[src/rtl/branch_entry_loader_pkg.sv]
// Shared definitions for the branch entry loader: sizing, field-mask bit
// positions, request layout, FSM encoding and the slot-compare helper.
// Optional feature macro: BRANCH_LOADER_CLEAR_EN (adds the CLEAR state).
package branch_entry_loader_pkg;

  localparam int THREAD_COUNT      = 8;
  localparam int THREAD_ADDR_WIDTH = 3;
  localparam int BANK_COUNT        = 4;
  localparam int BANK_ADDR_WIDTH   = 2;
  localparam int PC_WIDTH          = 10;
  localparam int COND_WIDTH        = 3;
  localparam int PRED_WIDTH        = 1;
  localparam int PRED_EN_WIDTH     = 1;
  localparam int FIFO_DEPTH        = 4;
  localparam int FIFO_ADDR_WIDTH   = 2;

  // Field-mask bit positions: {BPE,BP,BC,BD,BO}
  localparam int NUM_FIELDS = 5;
  localparam int MASK_BO    = 0;
  localparam int MASK_BD    = 1;
  localparam int MASK_BC    = 2;
  localparam int MASK_BP    = 3;
  localparam int MASK_BPE   = 4;

  // Clear sweep walks bank-major, thread-minor
  localparam int CLR_W = THREAD_ADDR_WIDTH + BANK_ADDR_WIDTH;

  typedef struct packed {
    logic [THREAD_ADDR_WIDTH-1:0] thread;
    logic [BANK_ADDR_WIDTH-1:0]   bank;
    logic [NUM_FIELDS-1:0]        mask;
    logic [PC_WIDTH-1:0]          origin;
    logic [PC_WIDTH-1:0]          destination;
    logic [COND_WIDTH-1:0]        condition;
    logic [PRED_WIDTH-1:0]        prediction;
    logic [PRED_EN_WIDTH-1:0]     prediction_enable;
  } req_t;

  localparam int REQ_W = $bits(req_t);

`ifdef BRANCH_LOADER_CLEAR_EN
  typedef enum logic [1:0] {ST_IDLE, ST_WAIT_SLOT, ST_CLEAR} state_t;
`else
  typedef enum logic [1:0] {ST_IDLE, ST_WAIT_SLOT} state_t;
`endif

  // Slot that precedes thread t in the barrel; issuing there makes the
  // registered wren land exactly in t's write slot.
  function automatic logic [THREAD_ADDR_WIDTH-1:0] prev_thread(
    input logic [THREAD_ADDR_WIDTH-1:0] t
  );
    if (t == '0) return THREAD_ADDR_WIDTH'(THREAD_COUNT - 1);
    return t - THREAD_ADDR_WIDTH'(1);
  endfunction

endpackage

[src/rtl/branch_entry_loader_fifo.sv]
// Small synchronous request FIFO. Pop is applied before push so a
// simultaneous push/pop on a non-full FIFO keeps the count unchanged.
module branch_entry_loader_fifo #(
  parameter int W     = 8,
  parameter int DEPTH = 4,
  parameter int AW    = 2
) (
  input  logic          clock,
  input  logic          reset,
  input  logic          push,
  input  logic [W-1:0]  wdata,
  input  logic          pop,
  output logic [W-1:0]  rdata,
  output logic          full,
  output logic          empty,
  output logic [AW:0]   count
);

  logic [DEPTH-1:0][W-1:0] mem_q, mem_d;
  logic [AW-1:0]           wr_ptr_q, wr_ptr_d;
  logic [AW-1:0]           rd_ptr_q, rd_ptr_d;
  logic [AW:0]             count_q, count_d;

  assign empty = (count_q == '0);
  assign full  = (count_q == (AW+1)'(DEPTH));
  assign count = count_q;
  assign rdata = mem_q[rd_ptr_q];

  // Next pointers/count/storage: pop first, then push
  always_comb begin
    mem_d    = mem_q;
    wr_ptr_d = wr_ptr_q;
    rd_ptr_d = rd_ptr_q;
    count_d  = count_q;
    if (pop && !empty) begin
      rd_ptr_d = rd_ptr_q + AW'(1);
      count_d  = count_d - (AW+1)'(1);
    end
    if (push && !full) begin
      mem_d[wr_ptr_q] = wdata;
      wr_ptr_d        = wr_ptr_q + AW'(1);
      count_d         = count_d + (AW+1)'(1);
    end
  end

  // Storage needs no reset; only pointers define validity
  always_ff @(posedge clock) begin
    mem_q <= mem_d;
  end

  // Pointer and occupancy registers
  always_ff @(posedge clock) begin
    if (reset) begin
      wr_ptr_q <= '0;
      rd_ptr_q <= '0;
      count_q  <= '0;
    end else begin
      wr_ptr_q <= wr_ptr_d;
      rd_ptr_q <= rd_ptr_d;
      count_q  <= count_d;
    end
  end

endmodule

[src/rtl/branch_entry_loader.sv]
// Queues branch-memory writes and issues each one in its target thread's
// write slot, one bank/field set per request, in FIFO order.
// Optional feature macro: BRANCH_LOADER_CLEAR_EN adds clear_req and a
// sweep that zeroes every thread/bank entry.
module branch_entry_loader
  import branch_entry_loader_pkg::*;
(
  input  logic                         clock,
  input  logic                         reset,
  input  logic [THREAD_ADDR_WIDTH-1:0] write_thread,
  input  logic                         req_valid,
  output logic                         req_ready,
  input  logic [THREAD_ADDR_WIDTH-1:0] req_thread,
  input  logic [BANK_ADDR_WIDTH-1:0]   req_bank,
  input  logic [NUM_FIELDS-1:0]        req_mask,
  input  logic [PC_WIDTH-1:0]          req_origin,
  input  logic [PC_WIDTH-1:0]          req_destination,
  input  logic [COND_WIDTH-1:0]        req_condition,
  input  logic [PRED_WIDTH-1:0]        req_prediction,
  input  logic [PRED_EN_WIDTH-1:0]     req_prediction_enable,
`ifdef BRANCH_LOADER_CLEAR_EN
  input  logic                         clear_req,
`endif
  output logic [BANK_COUNT-1:0]        wren_BO,
  output logic [BANK_COUNT-1:0]        wren_BD,
  output logic [BANK_COUNT-1:0]        wren_BC,
  output logic [BANK_COUNT-1:0]        wren_BP,
  output logic [BANK_COUNT-1:0]        wren_BPE,
  output logic [PC_WIDTH-1:0]          write_data_BO,
  output logic [PC_WIDTH-1:0]          write_data_BD,
  output logic [COND_WIDTH-1:0]        write_data_BC,
  output logic [PRED_WIDTH-1:0]        write_data_BP,
  output logic [PRED_EN_WIDTH-1:0]     write_data_BPE,
  output logic                         busy,
  output logic                         done
);

  state_t                               state_q, state_d;
  logic [NUM_FIELDS-1:0][BANK_COUNT-1:0] wren_q, wren_d;
  logic [PC_WIDTH-1:0]                  data_bo_q, data_bo_d;
  logic [PC_WIDTH-1:0]                  data_bd_q, data_bd_d;
  logic [COND_WIDTH-1:0]                data_bc_q, data_bc_d;
  logic [PRED_WIDTH-1:0]                data_bp_q, data_bp_d;
  logic [PRED_EN_WIDTH-1:0]             data_bpe_q, data_bpe_d;
  logic                                 done_q, done_d;

  req_t                                 push_req, head;
  logic                                 push, pop;
  logic                                 fifo_full, fifo_empty;
  logic [FIFO_ADDR_WIDTH:0]             fifo_count;
  logic                                 slot_hit;
  logic                                 take_clear;

`ifdef BRANCH_LOADER_CLEAR_EN
  logic                                 clear_pend_q, clear_pend_d;
  // Extra top bit marks the settle cycle after the last sweep write
  logic [CLR_W:0]                       clear_cnt_q, clear_cnt_d;

  assign req_ready  = !fifo_full && !clear_pend_q && (state_q != ST_CLEAR);
  assign take_clear = (state_q == ST_IDLE) && clear_pend_q && fifo_empty;
  assign busy       = !fifo_empty || (state_q != ST_IDLE) || done_q || clear_pend_q;
`else
  assign req_ready  = !fifo_full;
  assign take_clear = 1'b0;
  assign busy       = !fifo_empty || (state_q != ST_IDLE) || done_q;
`endif

  assign push = req_valid && req_ready;

  assign push_req = '{thread:            req_thread,
                      bank:              req_bank,
                      mask:              req_mask,
                      origin:            req_origin,
                      destination:       req_destination,
                      condition:         req_condition,
                      prediction:        req_prediction,
                      prediction_enable: req_prediction_enable};

  branch_entry_loader_fifo #(
    .W     (REQ_W),
    .DEPTH (FIFO_DEPTH),
    .AW    (FIFO_ADDR_WIDTH)
  ) u_fifo (
    .clock (clock),
    .reset (reset),
    .push  (push),
    .wdata (push_req),
    .pop   (pop),
    .rdata (head),
    .full  (fifo_full),
    .empty (fifo_empty),
    .count (fifo_count)
  );

  // Issue one slot early so the registered wren meets the head's own slot
  assign slot_hit = (write_thread == prev_thread(head.thread));

  // Next state, next registered outputs and FIFO pop decision
  always_comb begin
    state_d    = state_q;
    wren_d     = '0;
    data_bo_d  = data_bo_q;
    data_bd_d  = data_bd_q;
    data_bc_d  = data_bc_q;
    data_bp_d  = data_bp_q;
    data_bpe_d = data_bpe_q;
    done_d     = 1'b0;
    pop        = 1'b0;
`ifdef BRANCH_LOADER_CLEAR_EN
    clear_pend_d = clear_pend_q | clear_req;
    clear_cnt_d  = clear_cnt_q;
`endif
    unique case (state_q)
      // IDLE also checks the slot so a fresh head can issue in its first cycle
      ST_IDLE, ST_WAIT_SLOT: begin
        if (take_clear) begin
`ifdef BRANCH_LOADER_CLEAR_EN
          state_d      = ST_CLEAR;
          clear_cnt_d  = '0;
          clear_pend_d = clear_req;
`endif
        end else if (!fifo_empty) begin
          if (slot_hit) begin
            for (int f = 0; f < NUM_FIELDS; f++) wren_d[f][head.bank] = head.mask[f];
            data_bo_d  = head.origin;
            data_bd_d  = head.destination;
            data_bc_d  = head.condition;
            data_bp_d  = head.prediction;
            data_bpe_d = head.prediction_enable;
            done_d     = 1'b1;
            pop        = 1'b1;
            state_d    = (fifo_count > (FIFO_ADDR_WIDTH+1)'(1) || push) ? ST_WAIT_SLOT
                                                                        : ST_IDLE;
          end else begin
            state_d = ST_WAIT_SLOT;
          end
        end else begin
          state_d = ST_IDLE;
        end
      end
`ifdef BRANCH_LOADER_CLEAR_EN
      // Any 8 consecutive slots cover every thread, so no alignment wait
      ST_CLEAR: begin
        if (clear_cnt_q[CLR_W]) begin
          state_d = ST_IDLE;
        end else begin
          for (int f = 0; f < NUM_FIELDS; f++)
            wren_d[f][clear_cnt_q[CLR_W-1 -: BANK_ADDR_WIDTH]] = 1'b1;
          data_bo_d   = '0;
          data_bd_d   = '0;
          data_bc_d   = '0;
          data_bp_d   = '0;
          data_bpe_d  = '0;
          done_d      = (clear_cnt_q[CLR_W-1:0] == '1);
          clear_cnt_d = clear_cnt_q + (CLR_W+1)'(1);
        end
      end
`endif
      default: state_d = ST_IDLE;
    endcase
  end

  // FSM state and registered outputs
  always_ff @(posedge clock) begin
    if (reset) begin
      state_q    <= ST_IDLE;
      wren_q     <= '0;
      data_bo_q  <= '0;
      data_bd_q  <= '0;
      data_bc_q  <= '0;
      data_bp_q  <= '0;
      data_bpe_q <= '0;
      done_q     <= 1'b0;
`ifdef BRANCH_LOADER_CLEAR_EN
      clear_pend_q <= 1'b0;
      clear_cnt_q  <= '0;
`endif
    end else begin
      state_q    <= state_d;
      wren_q     <= wren_d;
      data_bo_q  <= data_bo_d;
      data_bd_q  <= data_bd_d;
      data_bc_q  <= data_bc_d;
      data_bp_q  <= data_bp_d;
      data_bpe_q <= data_bpe_d;
      done_q     <= done_d;
`ifdef BRANCH_LOADER_CLEAR_EN
      clear_pend_q <= clear_pend_d;
      clear_cnt_q  <= clear_cnt_d;
`endif
    end
  end

  assign wren_BO        = wren_q[MASK_BO];
  assign wren_BD        = wren_q[MASK_BD];
  assign wren_BC        = wren_q[MASK_BC];
  assign wren_BP        = wren_q[MASK_BP];
  assign wren_BPE       = wren_q[MASK_BPE];
  assign write_data_BO  = data_bo_q;
  assign write_data_BD  = data_bd_q;
  assign write_data_BC  = data_bc_q;
  assign write_data_BP  = data_bp_q;
  assign write_data_BPE = data_bpe_q;
  assign done           = done_q;

endmodule

[config.mk]
export PLATFORM = sky130hd
export DESIGN_NAME = branch_entry_loader
export DESIGN_NICKNAME = d
export VERILOG_FILES = /design/src/rtl/branch_entry_loader_pkg.sv /design/src/rtl/branch_entry_loader_fifo.sv /design/src/rtl/branch_entry_loader.sv
export SDC_FILE = /design/constraint.sdc
export NUM_CORES = 1
export LEC_CHECK = 0
export ABC_AREA = 0
export CAP_MARGIN = 20
export CELL_PAD_IN_SITES_DETAIL_PLACEMENT = 1
export CELL_PAD_IN_SITES_GLOBAL_PLACEMENT = 1
export CORE_MARGIN = 5
export CORE_UTILIZATION = 51
export CTS_CLUSTER_SIZE = 10
export DETAILED_ROUTE_END_ITERATION = 6
export PLACE_DENSITY_LB_ADDON = 0.2
export REMOVE_ABC_BUFFERS = 1
export SYNTH_ARGS = -nofsm -noshare
export SYNTH_HDL_FRONTEND = slang
export SYNTH_HIERARCHICAL = 1
export SYNTH_SLANG_ARGS = --single-unit
export TNS_END_PERCENT = 5
[constraint.sdc]
create_clock -name clock -period 7.2 [get_ports clock]
set_clock_uncertainty 0.1 [all_clocks]
set_input_delay 1.8 -clock clock [delete_from_list [all_inputs] [get_ports clock]]
set_output_delay 1.8 -clock clock [all_outputs]
set_load 0.005 [all_outputs]
==> impl_metrics.json, run 1 <==
{
  "place_inst": 681,
  "viasPerCell": 5.45,
  "cp.required_ns": 7.43,
  "ctsHoldBuffers": 0,
  "fmax_mhz": 200,
  "endpoint_kind": "register",
  "syn_area_per_cell_um2": 17.5,
  "finalWorstSetupSlack_ns": 2.20,
  "syn2layout_area_growth_pct": 21.8,
  "synth_area_um2": 7440,
  "drv_slew": 0,
  "yosys-top-cells-count": "edfxtp_1 (140), dfxtp_1 (54), nand2b_1 (51), mux4_2 (33), nor2_1 (31)",
  "arrival_ns": 5.22,
  "synthFlopType": "edfxtp_1",
  "core-area_um2": 14400,
  "post_cts_buffers": 0,
  "clk_latency_ns": 0.42,
  "nets": 566,
  "io_buffers": 88,
  "drt_iter0_drc": 182,
  "max-slew-margin-rel_pct": 28.6,
  "synth.most_common_cell": "edfxtp_1",
  "htreeDepth": 4,
  "cts.sinks": 194,
  "powerDensity_nw_per_um2": 283,
  "clkTransAtPathRegs_ns": 0.06,
  "start_kind": "input port",
  "setup-tns-final_ns": 0,
  "fp.dieH_um": 131,
  "die_x_um": 131,
  "drive_gt1_share_pct": 15.5,
  "dr_total_vias": 3886,
  "dp_worst_setup_slack_ns": 1.78,
  "fin_cells": 713,
  "grt_pass1_vias": 4348,
  "die-area_um2": 17100,
  "cts_tree": "built",
  "drv_cap": 0,
  "yosysWarnings": 6,
  "diodes": 0,
  "yosysSeqAreaShare_pct": 71.1,
  "synth_cell_types": 42,
  "remaining_drc_errors": 0,
  "hpwl_um": 9160,
  "root_buffer": "clkbuf_16",
  "synth-async-reset-ratio_pct": 0,
  "initial_core_util_pct": 51.6,
  "cts_resized": 0,
  "status": "finished, final reports clean",
  "rsz0062_at_grt": "no",
  "ios": 89,
  "grt-ovfl-total": 0,
  "hold_viol": 0,
  "p_leak_uw": 0.00297,
  "dr.pass1.iters": 4,
  "irDropWorstVdd_mv": 0.191,
  "total_power_uw": 2560,
  "wl_per_cell_um": 21.1,
  "rows": 44,
  "antenna_left": 0,
  "cts_buffers": 17,
  "ys_ff_latch": 194,
  "period_share_pct": 69.4,
  "min_path_type": "register to register",
  "finalSetupViolCount": 0,
  "clk_path_buf_depth": 2,
  "period_minus_slack_ns": 5.00,
  "grt_pass1_wl_um": 23800,
  "synthTopCellsByArea": "edfxtp_1 (57%), dfxtp_1 (15%), mux4_2 (10%), nand2b_1 (4.3%), mux2i_1 (3.4%)",
  "yosysTopAreaCell": "edfxtp_1",
  "routed_wl_um": 15100,
  "cp_max_fo": 23,
  "gp_congestion": 0.734,
  "worst_pin_slew_ns": 1.07,
  "antenna_found_initial": 0,
  "grt_max_degree": 62,
  "synth-edff-count": 140,
  "path_class": "input port to register",
  "synthCells": 424,
  "synth_top_area_share_pct": 56.5,
  "grt.total_usage_pct": 19.0
}
## worst max-delay path, stage by stage
cell	delay (ns)
clkdlybuf4s50_1	0.45
nand2b_1	0.17
nor4b_1	0.29
o311a_1	0.35
nor2b_4	0.40
buf_4	0.47
nand2_4	0.13
xnor2_4	0.16
ha_1	0.25
and4b_2	0.22
a2111oi_0	0.32
a41oi_1	0.08
o31ai_1	0.11
## worst paths after layout
| kind | slack [ns] | cells past startpoint | to | startpoint |
|---|---|---|---|---|
| max | 2.20 | 13 | u_fifo/count[2] | write_thread[1] |
| min | 0.37 | 2 | write_data_BPE | write_data_BPE |
| max reg2reg | 2.27 | 15 | u_fifo/count[2] | u_fifo/rd_ptr_q[1] |
| min reg2reg | 0.37 | 2 | write_data_BPE | write_data_BPE |
## state kept, by name, indices dropped and copies added (netlist names), 4 cells and up
name	flops
u_fifo/mem_q	140
write_data_BO	10
wren_BO	4
wren_BD	4
wren_BPE	4
write_data_BD	10
wren_BP	4
wren_BC	4
## stage by stage
step / instance area (um2) / hold slack, ns / util [%]
finish: 9050 / 0.372 / 62.8
global route: 9050 / 0.397 / 62.8
CTS: 9050 / 0.380 / 62.8
global placement: 8440 / 0.362 / 58.5
floorplan: 7300 / 0.364 / -
detailed placement: 8440 / 0.371 / 58.5
## per-layer routing
| metal | wire [um] | track usage, % | share of wire, % |
|---|---|---|---|
| met1 | 6030 | 22.5 | 40 |
| met5 | 0 | 0 | 0 |
| met3 | 487 | 4.39 | 3.2 |
| met4 | 217 | 6.23 | 1.4 |
| met2 | 8320 | 34.4 | 55 |
## final cells by class
cell class                      count  area, um2
Clock buffer                       21        482
Clock inverter                     11        133
Fill cell                        1278       5370
Inverter                            8       30.0
Multi-Input combinational cell    204       1990
Sequential cell                   194       5290
Tap cell                          184        230
Timing Repair Buffer               91        898
## placed cells by master (no fill, tap or decap), types with 4 or more instances in the layout
master	netlist	layout
nand2b_1	51	51
clkbuf_16	0	18
mux4_2	33	33
clkinv_2	0	7
dfxtp_1	54	52
clkdlybuf4s50_1	0	87
nor2_1	31	31
and2_2	0	4
inv_1	8	8
ha_1	9	9
mux2i_1	25	25
edfxtp_1	140	140
nand2_1	9	9
## cell families after synthesis
family | synth area share [%]
fa+ha+maj | 1.51
flops | 71.1
simple gates | 8.58
buf+inv | 2.19
mux | 14.2
xor+xnor | 0.959
compound gates | 1.46
## power breakdown
group | switching (uW) | leakage, uW | internal [uW]
registers | 27.6 | 0.00172 | 1280
clock network | 383 | 0.000307 | 581
logic | 154 | 0.000939 | 132
total | 565 | 0.00297 | 2000
No activity file was read; power rests on OpenSTA's default activity.
==> run 2, diff against run 1 <==
- CORE_UTILIZATION: 51 -> 42
- clock period: 7.2 -> 4.1 ns (I/O delays scaled with it)
==> impl_metrics.json, run 2 (synthesis gave the netlist of run 1 again) <==
{
  "irDropWorstVdd_mv": 0.338,
  "path_class": "register to register",
  "dr.pass1.iters": 4,
  "status": "finished, final reports clean",
  "rr_endpoint": "u_fifo/count[2]",
  "cp-startpoint": "u_fifo/rd_ptr_q[0]",
  "cp.required_ns": 4.34,
  "start_kind": "register",
  "period_minus_slack_ns": 3.49,
  "final_common_cell": "edfxtp_1",
  "grt_pass1_wl_um": 24300,
  "wl_met3_um": 497,
  "top_register": "u_fifo/mem_q",
  "finalSetupViolCount": 0,
  "fp.dieH_um": 143,
  "regArea_um2": 5290,
  "initial_core_util_pct": 42.8,
  "drt_iter0_drc": 276,
  "antenna_left": 0,
  "whs_ns": 0.376,
  "drive_gt1_share_pct": 17.3,
  "hold_viol": 0,
  "gp_congestion": 0.721,
  "powerDensity_nw_per_um2": 495,
  "period_share_pct": 85.1,
  "ctsHoldBuffers": 0,
  "grt-ovfl-total": 0,
  "r2r_slack_ns": 0.61,
  "setup-tns-final_ns": 0,
  "largest_register_ffs": 140,
  "antenna_found_initial": 1,
  "viasPerCell": 5.07,
  "remaining_drc_errors": 0,
  "syn2layout_area_growth_pct": 24.1,
  "r2r_cells": 14,
  "min_path_type": "register to register",
  "timing.rr.start": "u_fifo/rd_ptr_q[0]",
  "grt.total_usage_pct": 15.8,
  "drv_slew": 0,
  "multi_input_area_um2": 1990,
  "htreeDepth": 4,
  "die_x_um": 143,
  "grt_pass1_vias": 4321,
  "nets": 576,
  "endpoint_kind": "register",
  "worst_pin_slew_ns": 0.719,
  "grt_max_degree": 37,
  "maxUsedRoutingLayer": "met4",
  "rows": 48,
  "clkTransAtPathRegs_ns": 0.07,
  "wl_met1_um": 6570,
  "cts.sinks": 194,
  "wl_met2_um": 7770,
  "clk_path_buf_depth": 2,
  "max-slew-margin-rel_pct": 52.0,
  "io_buffers": 88,
  "fmax_mhz": 287,
  "drv_cap": 0,
  "wl_per_cell_um": 19.7,
  "fill_cells": 1614,
  "post_cts_buffers": 0,
  "final_cell_mix": "edfxtp_1 (140), clkdlybuf4s50_1 (87), dfxtp_1 (52)",
  "routed_wl_um": 15100,
  "core-area_um2": 17400,
  "die-area_um2": 20500,
  "hpwl_um": 9570,
  "arrival_ns": 3.73,
  "ios": 89,
  "cts_buffers": 17,
  "cts_resized": 0,
  "clk_latency_ns": 0.42,
  "root_buffer": "clkbuf_16",
  "p_leak_uw": 0.00302,
  "rsz0062_at_grt": "no",
  "cts_tree": "built",
  "cp_max_fo": 5,
  "dr_total_vias": 3880,
  "endpoint": "u_fifo/count[2]"
}
## run 2: changes by cell type in the layout (fill, tap and decap cells not counted), moves of 2 or more
cell,before,now
buf_12,0,2
buf_4,3,11
clkbuf_8,2,0
clkinv_2,7,2
clkinv_4,0,3
inv_6,0,4
## run 2: stage by stage
stage	std cells	worst slack (ns)	total power [uW]	utilization, %	instance area, um2
finish	765	0.612	4570	53.2	9230
global route	765	0.380	4760	53.2	9230
CTS	764	0.612	4620	53.1	9220
detailed placement	732	0.335	2870	49.5	8590
global placement	732	0.457	2840	49.5	8590
floorplan	406	-1.19	2630	-	7300
## run 2: metal layers
metal	vias to the layer above	global-route usage, %
met3	18	3.42
met4	0	5.95
met1	1997	20.2
met2	74	26.6
li1	1791	-
met5	-	0
## run 2: where the power goes
part           leakage, uW  switching [uW]  total [uW]  internal, uW
clock network     0.000305             725        1750          1030
registers          0.00172            44.3        2290          2250
logic             0.000997             271         518           247
## run 2: area by class of cell
| class | instances | area share [%] |
|---|---|---|
| clock buffers | 17 | 4.61 |
| flip-flops and latches | 194 | 57.3 |
| multi-input cells | 204 | 21.6 |
| repair buffers | 101 | 10.8 |
| diodes | 1 | 0.0271 |
| clock inverters | 15 | 2.24 |
| inverters | 8 | 0.326 |
| well taps | 225 | 3.05 |
## run 2: worst max-delay path: stages, from the launching register on
cell and delay, ns:
dfxtp_2 0.39, mux4_2 0.55, inv_1 0.12, ha_1 0.27, xnor2_1 0.14, nor4_1 0.18
o311a_1 0.23, nor2b_4 0.23, nand2_4 0.10, xnor2_4 0.14, ha_1 0.23, and4b_2 0.21
a2111oi_0 0.33, a41oi_1 0.08, o31ai_1 0.10
## run 2: how the worst min path moves through the flow
stage                           from          endpoint  cells past startpoint
floorplan           write_data_BC[0]  write_data_BC[0]                      2
finish              write_data_BD[3]  write_data_BD[3]                      2
global route        write_data_BD[3]  write_data_BD[3]                      2
detailed placement  write_data_BD[9]  write_data_BD[9]                      2
CTS                 write_data_BD[3]  write_data_BD[3]                      2
global placement    write_data_BO[8]  write_data_BO[8]                      2
==> run 3, diff against run 2 <==
- SKIP_LAST_GASP: default -> 1
- clock period: 4.1 -> 2.9 ns (I/O delays scaled with it)
==> impl_metrics.json, run 3 (synthesis gave the netlist of run 1 again) <==
{
  "finalWorstSetupSlack_ns": -0.425,
  "power_frac_seq_pct": 51.3,
  "cp.required_ns": 3.10,
  "start_kind": "register",
  "cts_buffers": 17,
  "p_leak_uw": 0.00310,
  "die-area_um2": 20500,
  "gp_congestion": 0.710,
  "clk_latency_ns": 0.43,
  "fin_util_pct": 54.1,
  "io_buffers": 88,
  "cts.sinks": 194,
  "largest_register_ffs": 140,
  "rsz0062_at_grt": "yes",
  "path_cells": "mux4_2, inv_2, buf_4, ha_2, nor3_1, or3_1, o311a_1, nor2b_4, buf_4, a31oi_2, ha_2, and4b_2, a2111oi_4, a41oi_1, o31ai_1",
  "max-slew-margin-rel_pct": 53.3,
  "wl_per_cell_um": 19.6,
  "finalSetupViolCount": 29,
  "dr_total_vias": 3966,
  "p_sw_share_pct": 22.9,
  "routed_wl_um": 15300,
  "r2r_cells": 15,
  "rr_endpoint": "u_fifo/count[2]",
  "die_x_um": 143,
  "final_cell_mix": "edfxtp_1 (140), clkdlybuf4s50_1 (87), dfxtp_1 (52)",
  "crit_slowest_cell": "mux4_2",
  "fp.dieH_um": 143,
  "viasPerCell": 5.08,
  "htreeDepth": 4,
  "diodes": 0,
  "pwr-share-comb_pct": 13.2,
  "period_minus_slack_ns": 3.32,
  "root_buffer": "clkbuf_16",
  "grt.total_usage_pct": 16.0,
  "drv_slew": 0,
  "initial_core_util_pct": 42.8,
  "critical-path-max-stage-delay_ns": 0.51,
  "final_common_cell": "edfxtp_1",
  "multi_input_area_um2": 2080,
  "grt-ovfl-total": 0,
  "fmax_mhz": 301,
  "rows": 48,
  "period_share_pct": 115,
  "min_path_type": "register to register",
  "cp_max_fo": 4,
  "ctsHoldBuffers": 0,
  "dr.pass1.iters": 4,
  "hp-start": "write_data_BD[5]",
  "clkTransAtPathRegs_ns": 0.07,
  "arrival_ns": 3.53,
  "timing.rr.start": "u_fifo/rd_ptr_q[0]",
  "ios": 89,
  "hold_viol": 0,
  "grt_pass1_wl_um": 24300,
  "cts_tree": "built",
  "whs_path_depth": 2,
  "power.switching_uw": 1450,
  "setup-tns-final_ns": -2.14,
  "antenna_left": 0,
  "powerDensity_nw_per_um2": 673,
  "hpwl_um": 9630,
  "top_register": "u_fifo/mem_q",
  "drv_cap": 0,
  "fill_cells": 1588,
  "whs_ns": 0.374,
  "r2r_slack_ns": -0.42,
  "irDropWorstVdd_mv": 0.444,
  "drive_gt1_share_pct": 21.2,
  "endpoint_kind": "register",
  "remaining_drc_errors": 0,
  "worst_pin_slew_ns": 0.700,
  "syn2layout_area_growth_pct": 26.4,
  "clockPowerShare_pct": 35.5,
  "regArea_um2": 5290,
  "core-area_um2": 17400,
  "grt_max_degree": 35,
  "nets": 593,
  "drt_iter0_drc": 227,
  "min_to": "write_data_BD[5]",
  "violations": "setup timing",
  "grt_pass1_vias": 4386,
  "p_int_uw": 4880,
  "antenna_found_initial": 0,
  "status": "complete, but fails checks",
  "dp_worst_setup_slack_ns": -0.612,
  "path_class": "register to register",
  "clk_path_buf_depth": 2
}
## run 3: changes by cell type in the layout (fill, tap and decap cells not counted), sizes merged, moves of 2 or more
cell | before | now
clkbuf | 17 | 20
clkinv | 5 | 7
buf | 14 | 31
bufinv | 4 | 2
inv | 12 | 8
## run 3: through the flow
step           area [um2]  instances  power (uW)
2_1_floorplan        7300        406        3710
3_3_place_gp         8700        743        4050
3_5_place_dp         8700        743        4090
4_1_cts              9330        779        6380
5_1_grt              9400        781        6610
6_report             9400        781        6330
## run 3: worst max-delay path by stage
stage / startpoint / end / slack [ns] / depth (start not counted)
finish: u_fifo/rd_ptr_q[0] / u_fifo/count[2] / -0.42 / 15
CTS: u_fifo/mem_q[103] / u_fifo/count[2] / -0.42 / 14
floorplan: u_fifo/rd_ptr_q[0] / u_fifo/count[2] / -2.39 / 14
global route: u_fifo/mem_q[103] / u_fifo/count[2] / -0.55 / 15
global placement: write_thread[1] / u_fifo/count[2] / -0.42 / 12
detailed placement: write_thread[1] / u_fifo/count[2] / -0.61 / 12
## run 3: layout make-up
cell class | count | share of cell area (%)
multi-input cells | 204 | 22.1
inverters | 8 | 0.320
repair buffers | 118 | 12.3
well taps | 225 | 3.00
clock inverters | 12 | 1.22
flip-flops and latches | 194 | 56.3
clock buffers | 20 | 4.75
## run 3: layer usage
| layer | part of all wire, % | global-route usage, % |
|---|---|---|
| met1 | 42 | 20.2 |
| met2 | 52 | 26.8 |
| met3 | 4.2 | 4.12 |
| met4 | 1.7 | 5.65 |
| met5 | 0 | 0 |
## run 3: power groups by stage
stage | clock, uW | combinational (uW) | sequential, uW
floorplan | 0 | 410 | 3300
global placement | 0 | 752 | 3290
detailed placement | 0 | 780 | 3310
CTS | 2310 | 822 | 3250
global route | 2440 | 910 | 3260
finish | 2250 | 834 | 3250
## run 3: repair_timing
item / in CTS / in global routing
pin swaps: 5 / 4
setup buffers: 4 / 2
endpoints found under the setup margin: 29 / 32
gates resized for setup: 10 / 9
## run 3: worst max-delay path: cells and delay by family (launching register included)
kind,cells,cell delay [ns]
AO/OA/AOI/OAI,5,0.65
flip-flops,1,0.36
AND/OR/NAND/NOR,4,0.81
multiplexers,1,0.51
buffers and inverters,3,0.35
adder cells (fa/ha/maj),2,0.40
